$ cat src/rtl/pc_trace_recorder_pkg.sv
// Shared CPU package: trace FSM encoding and history entry layout.
// Entry fields are sized for the widest supported PC/instruction.
package pc_trace_recorder_pkg;

  localparam int unsigned TRACE_W = 64;

  typedef enum logic [1:0] {
    ST_RUN,
    ST_DRAIN,
    ST_DONE
  } trace_state_t;

  typedef struct packed {
    logic [TRACE_W-1:0] pc;
    logic [TRACE_W-1:0] inst;
    logic               valid;
  } trace_entry_t;

  function automatic trace_entry_t mk_entry(
    input logic [TRACE_W-1:0] pc,
    input logic [TRACE_W-1:0] inst,
    input logic               valid
  );
    trace_entry_t e;
    e.pc    = pc;
    e.inst  = inst;
    e.valid = valid;
    return e;
  endfunction

endpackage

$ cat src/rtl/trace_shift_buffer.sv
// PC history shift register: entry 0 newest, DEPTH-1 oldest.
// Exposes the entry about to become oldest for commit generation.
module trace_shift_buffer
  import pc_trace_recorder_pkg::*;
#(
  parameter int              WIDTH    = 32,
  parameter int              DEPTH    = 5,
  parameter logic [WIDTH-1:0] RESET_PC = '0,
  localparam int             IW       = $clog2(DEPTH)
) (
  input  logic             clk,
  input  logic             reset,
  input  logic             shift_en,
  input  trace_entry_t     load,
  input  logic [IW-1:0]    rd_idx,
  output trace_entry_t     rd_entry,
  output trace_entry_t     pre_tail,
  output logic [WIDTH-1:0] head_pc,
  output logic             mid_valid
);

  trace_entry_t mem [DEPTH];

  always_ff @(posedge clk) begin
    if (!reset) begin
      for (int i = 0; i < DEPTH; i++) begin
        mem[i] <= '0;
      end
      mem[0].pc <= TRACE_W'(RESET_PC);
    end else if (shift_en) begin
      for (int i = DEPTH - 1; i > 0; i--) begin
        mem[i] <= mem[i-1];
      end
      mem[0] <= load;
    end
  end

  always_comb begin
    rd_entry = '0;
    if (int'({1'b0, rd_idx}) < DEPTH) begin
      rd_entry = mem[rd_idx];
    end
  end

  always_comb begin
    mid_valid = 1'b0;
    for (int i = 0; i < DEPTH - 1; i++) begin
      mid_valid = mid_valid | mem[i].valid;
    end
  end

  assign pre_tail = mem[DEPTH-2];
  assign head_pc  = mem[0].pc[WIDTH-1:0];

endmodule

$ cat src/rtl/pc_trace_recorder.sv
// Fetch-PC trace recorder: captures PC changes into a history
// buffer and commits the oldest entries until drained or capped.
module pc_trace_recorder
  import pc_trace_recorder_pkg::*;
#(
  parameter int               WIDTH     = 32,
  parameter int               DEPTH     = 5,
  parameter int               MAX_COUNT = 5000,
  parameter logic [WIDTH-1:0] RESET_PC  = '0,
  localparam int              IW        = $clog2(DEPTH),
  localparam int              CW        = $clog2(MAX_COUNT + 1)
) (
  input  logic             clk,
  input  logic             reset,
  input  logic [WIDTH-1:0] pc,
  input  logic [WIDTH-1:0] inst,
  input  logic             sample_en,
  input  logic             flush,
  input  logic [IW-1:0]    rd_idx,
  output logic [WIDTH-1:0] rd_pc,
  output logic [WIDTH-1:0] rd_inst,
  output logic             rd_valid,
  output logic             commit_valid,
  output logic [WIDTH-1:0] commit_pc,
  output logic [WIDTH-1:0] commit_inst,
  output logic [CW-1:0]    commit_count,
  output logic             done
);

  trace_state_t     state, state_nx;
  trace_entry_t     load, rd_e, pre_tail;
  logic             shift_en, commit_fire, cap, mid_valid;
  logic [WIDTH-1:0] head_pc;
  logic [CW-1:0]    count_nx;
  logic             unused_hi;

  trace_shift_buffer #(
    .WIDTH    (WIDTH),
    .DEPTH    (DEPTH),
    .RESET_PC (RESET_PC)
  ) u_buf (
    .clk       (clk),
    .reset     (reset),
    .shift_en  (shift_en),
    .load      (load),
    .rd_idx    (rd_idx),
    .rd_entry  (rd_e),
    .pre_tail  (pre_tail),
    .head_pc   (head_pc),
    .mid_valid (mid_valid)
  );

  always_ff @(posedge clk) begin
    if (!reset) state <= ST_RUN;
    else        state <= state_nx;
  end

  always_comb begin
    state_nx = state;
    shift_en = 1'b0;
    cap      = sample_en && (pc != head_pc);
    load     = mk_entry(TRACE_W'(RESET_PC), '0, 1'b0);
    unique case (state)
      ST_RUN: begin
        shift_en = cap;
        load     = mk_entry(TRACE_W'(pc), TRACE_W'(inst), 1'b1);
        if (flush) state_nx = ST_DRAIN;
      end
      ST_DRAIN: begin
        shift_en = mid_valid;
        if (!mid_valid) state_nx = ST_DONE;
      end
      ST_DONE: state_nx = ST_DONE;
      default: state_nx = ST_RUN;
    endcase
    commit_fire = shift_en && pre_tail.valid;
    count_nx    = commit_count + CW'(1);
    // Hitting the cap wins over a pending flush or drain step
    if (commit_fire && count_nx == CW'(MAX_COUNT)) begin
      state_nx = ST_DONE;
    end
  end

  always_ff @(posedge clk) begin
    if (!reset) begin
      commit_valid <= 1'b0;
      commit_pc    <= '0;
      commit_inst  <= '0;
      commit_count <= '0;
    end else begin
      commit_valid <= commit_fire;
      if (commit_fire) begin
        commit_pc    <= pre_tail.pc[WIDTH-1:0];
        commit_inst  <= pre_tail.inst[WIDTH-1:0];
        commit_count <= count_nx;
      end
    end
  end

  assign rd_pc     = rd_e.pc[WIDTH-1:0];
  assign rd_inst   = rd_e.inst[WIDTH-1:0];
  assign rd_valid  = rd_e.valid;
  assign done      = (state == ST_DONE);
  assign unused_hi = ^{rd_e, pre_tail};

endmodule

$ cat config.mk
export PLATFORM = sky130hd
export DESIGN_NAME = pc_trace_recorder
export DESIGN_NICKNAME = d
export VERILOG_FILES = /design/src/rtl/pc_trace_recorder_pkg.sv /design/src/rtl/trace_shift_buffer.sv /design/src/rtl/pc_trace_recorder.sv
export SDC_FILE = /design/constraint.sdc
export NUM_CORES = 1
export LEC_CHECK = 0
export CAP_MARGIN = 20
export CORE_ASPECT_RATIO = 1.2
export CORE_MARGIN = 3
export CORE_UTILIZATION = 57
export CTS_BUF_LIST = sky130_fd_sc_hd__clkbuf_4
export CTS_CLUSTER_DIAMETER = 150
export DETAILED_ROUTE_END_ITERATION = 7
export PLACE_DENSITY = 0.77
export SYNTH_ARGS = -nofsm -noshare
export SYNTH_HDL_FRONTEND = slang
export SYNTH_HIERARCHICAL = 1
export SYNTH_SLANG_ARGS = --single-unit
$ cat constraint.sdc
create_clock -name clk -period 23 [get_ports clk]
set_input_delay 2.3 -clock clk [delete_from_list [all_inputs] [get_ports clk]]
set_output_delay 2.3 -clock clk [all_outputs]
set_load 0.05 [all_outputs]
# == Word-level counts from Yosys, hierarchy flattened ==
# Memory sizes are Yosys's and may differ from the RTL's.
# Index checks and enable logic that the tools add are counted.
# word_totals
ff_bits,80
mem_bits_rw,645
out_inout_bits,144
memories,1
# op_classes
addsub,1
magnitude_cmp,1
n_eq_ne,8
muxes,18
n_bitwise,11
reduce_logical,7
# memory_table
name,words,word_bits,read_ports,rd_clocked_by_memory_dff,write_ports,line_no,text
u_buf.mem,5,129,5,0,5,trace_shift_buffer.sv:22,trace_entry_t mem [DEPTH];
# op_table
operator,count
$mux W129,4
$mux W97,2
$mux W64,2
$mux W65,1
$ne A32 B32 Y1,1
$add A13 B1 Y13 const B,1
$eq A13 B13 Y1 const B,1
$or A1 B1 Y1,10
$mux W2,3
$ne A3 B3 Y1 const B,2
$pmux W2 S3,1
$mux W1,4
$ne A2 B2 Y1 const B,2
$reduce_and A2 Y1,2
$logic_and A1 B1 Y1,3
$lt A3 B3 Y1 const B,1
$eq A2 B1 Y1 const B,1
$eq A2 B2 Y1 const B,1
$logic_not A2 Y1,1
$pmux W1 S2,1
$reduce_or A2 Y1,1
$not A1 Y1,1

# == Longest topological paths before layout ==
# An unclocked memory read counts as a cell.
# logic_depth
word_depth,9
depth_mapped,10
mapped_depth_nobuf,7

# == Cells and area by module ==
# Netlist, hierarchy kept.
# modules_own_cells
mod,instances,cells_per_inst,area_per_inst_um2,seq_area_each_um2
trace_shift_buffer,1,2058,29214.3,19368.6
pc_trace_recorder,1,533,4511.8,1601.5

# == Least setup slack after synthesis ==
# Ideal clock, no wire load.
# synth_path
kind,input -> register
start,in pc[12]
end,"mem u_buf/mem[0][0] (netlist bit), enable pin"
setup_time_ns,1.132
arrival_time_ns,18.762
t_required_ns,21.868
slack_ns,3.106
stages,8
path_cell_list,xor2_1 > nor4_2 > nand4_1 > nor2_1 > o21ai_0 > clkbuf_1 > buf_2 > nand2b_1
# synth_rtl
element,line_no,text
from (decl),pc_trace_recorder.sv:15,"input logic [WIDTH-1:0] pc,"
to (decl),trace_shift_buffer.sv:22,

# == Worst setup path after layout ==
# layout_path
start,in rd_idx[1]
end,out rd_inst[31]
# layout_between
elab_chain_cells,2
elab_cells_between_ends,3
cone_classes,order compare: 1; mux: 1; memory: 1
# layout_lines
element,line_no,text
from (decl),pc_trace_recorder.sv:19,"input logic [IW-1:0] rd_idx,"
$lt A3 B3 Y1 / $mem_v2 Z5 W129 (equally long branches),n/a,
$mux W97 (*),trace_shift_buffer.sv:40,"if (int'({1'b0, rd_idx}) < DEPTH) begin"
to (decl),pc_trace_recorder.sv:21,"output logic [WIDTH-1:0] rd_inst,"
# Every way passes the cells marked *; elsewhere a longest branch is shown, timed or not.

==> impl_metrics.toml <==
[outcome]
run_status = "finished, final reports clean"

[floorplan]
num_rows = 73
ioPinCount = 215
die_w_um = 175
start_util_pct = 58.4
dieArea_um2 = 36600
die_height_um = 209
core_area_um2 = 33500

[routing]
via_per_inst = 5.67
wl_per_cell_um = 18.9
wl_met1_mm = 18.7
vias = 12900
dr_wl_met2_mm = 20.9
dr.max_layer_used = "met4"
drt_iter0_markers = 1330
wl_met3_mm = 2.41
firstDrtPassIters = 5
wirelength_mm = 43.1
drc_errors = 0
ant_nets = 0

[global_routing]
overflow = 0
grt_max_degree = 326
grt_use_total_pct = 22.8
grt_antenna_before_repair = 3
grt_pass1_vias = 12600
grt_pass1_wl_mm = 67.5

[sta]
period_needed_ps = 7590
setup_tns_ps = 0
hold_viol_final = 0
finClkSkew_ps = 41.4
relSlewSlack_pct = 12.5
final-max-slew-violation-count = 0
period_share_pct = 33.0
setup_violations = 0
max_freq_ghz = 0.132
holdWs_ps = 456
rsz0062_at_grt = "no"
worst_slew_pin_slew_ps = 1310

[finish]
fin_cells = 2280
nNetsFinal = 1818
drive_gt1_share_pct = 10.6
syn_to_final_growth_pct = 14.9
design_area_um2 = 22500

[worst_setup_path]
path_class = "primary input to output pin"
path_cells = "clkdlybuf4s50_1 -> or2_2 -> buf_4 -> o22ai_1 -> a21o_1 -> clkdlybuf4s50_1"
cpMostUsedCell = "clkdlybuf4s50_1"
crit_path_end_kind = "output pin"
slowest_delay_ps = 690
cp-start-kind = "primary input"
slowest_stage = "clkdlybuf4s50_1"
crit_arrival_ps = 5290
required_ps = 20700
worst-path-max-fanout = 36

[pwr]
power_mw = 2.48
ir_drop_v = 0.000103
power_density_nw_per_um2 = 110
p_leak_nw = 10.5

[place]
hpwl_mm = 25.6
gp_congestion = 0.798
numPortBuffers = 214
place_inst = 2090
placed_area_um2 = 21200

[cts]
cts_setup_buffers = 0
clkTransAtPathRegs_ps = 60
cts_hold_buf = 0
clk_latency_ps = 740
cts-resized-gates = 0
cts_buffers = 98
root_buffer = "clkbuf_4"
cts_tree = "built"
clk_path_buf_depth = 3
h-tree-depth = 3
clock_sinks = 405

[run]
maxCapViolCount = 0

[logic_synthesis]
syn_area_per_cell_um2 = 12.1
synthCells = 1622
ys_warn_count = 6
synth_nets = 1698
synth_area_um2 = 19600

[worst_hold_path]
min_path_type = "register to register"
report_power, final:
part	switching, mW	internal (mW)	total [mW]
clock network	0.282	0.300	0.582
registers	0.115	1.06	1.18
logic	0.470	0.249	0.719
layout make-up:
| type | count | area, µm² |
|---|---|---|
| clock buffers | 151 | 1130 |
| clock inverters | 33 | 130 |
| repair buffers | 230 | 2340 |
| flip-flops and latches | 405 | 11400 |
| inverters | 4 | 15.0 |
| fillers | 2541 | 11000 |
| diodes | 4 | 10.0 |
| multi-input cells | 1003 | 6920 |
| well taps | 450 | 563 |
through the flow:
stage / setup slack [ps] / utilization (%)
6_report: 15410 / 67.0
5_1_grt: 15330 / 67.0
4_1_cts: 15360 / 66.9
3_5_place_dp: 15360 / 63.1
3_3_place_gp: 15140 / 63.1
2_1_floorplan: 11180 / -
final timing paths:
| check | start | end | slack, ps | cells after the start |
|---|---|---|---|---|
| max | rd_idx[1] | rd_inst[31] | 15410 | 6 |
| min | commit_inst[3] | commit_inst[3] | 460 | 2 |
| max reg2reg | u_buf/mem[0][88] | u_buf/mem[0][27] | 18940 | 8 |
| min reg2reg | commit_inst[3] | commit_inst[3] | 460 | 2 |
cell usage in the layout (no fill, tap or decap), drive strengths merged, types with 5 or more instances in the layout:
cell	count
and2	67
nand2	156
nand2b	13
nand3	6
and3	328
mux2i	206
a21oi	6
nor4	8
inv	6
dfxtp	80
nor2	6
edfxtp	325
o22ai	68
clkdlybuf4s50	212
ha	5
xor2	32
o21ai	7
clkbuf	152
a21o	65
clkinv	31
nand4	7
buf	17
critical path: cells and delay by family:
family                 cells  cell delay [ps]
AO/OA/AOI/OAI              2              440
AND/OR/NAND/NOR            1              680
buffers and inverters      3             1810
sequential cells by signal, summed over array words and instances, names as in the netlist:
| name | cells |
|---|---|
| commit_count | 13 |
| commit_inst | 32 |
| commit_pc | 32 |
| commit_valid | 1 |
| state | 2 |
| u_buf/mem | 325 |
per-layer routing:
layer | GRT usage, % | up-vias
li1 | - | 6191
met1 | 31.3 | 6239
met2 | 36.4 | 422
met3 | 4.38 | 68
met4 | 8.20 | 0
met5 | 0 | -
Note: power is estimated with default switching activity, not from simulation.
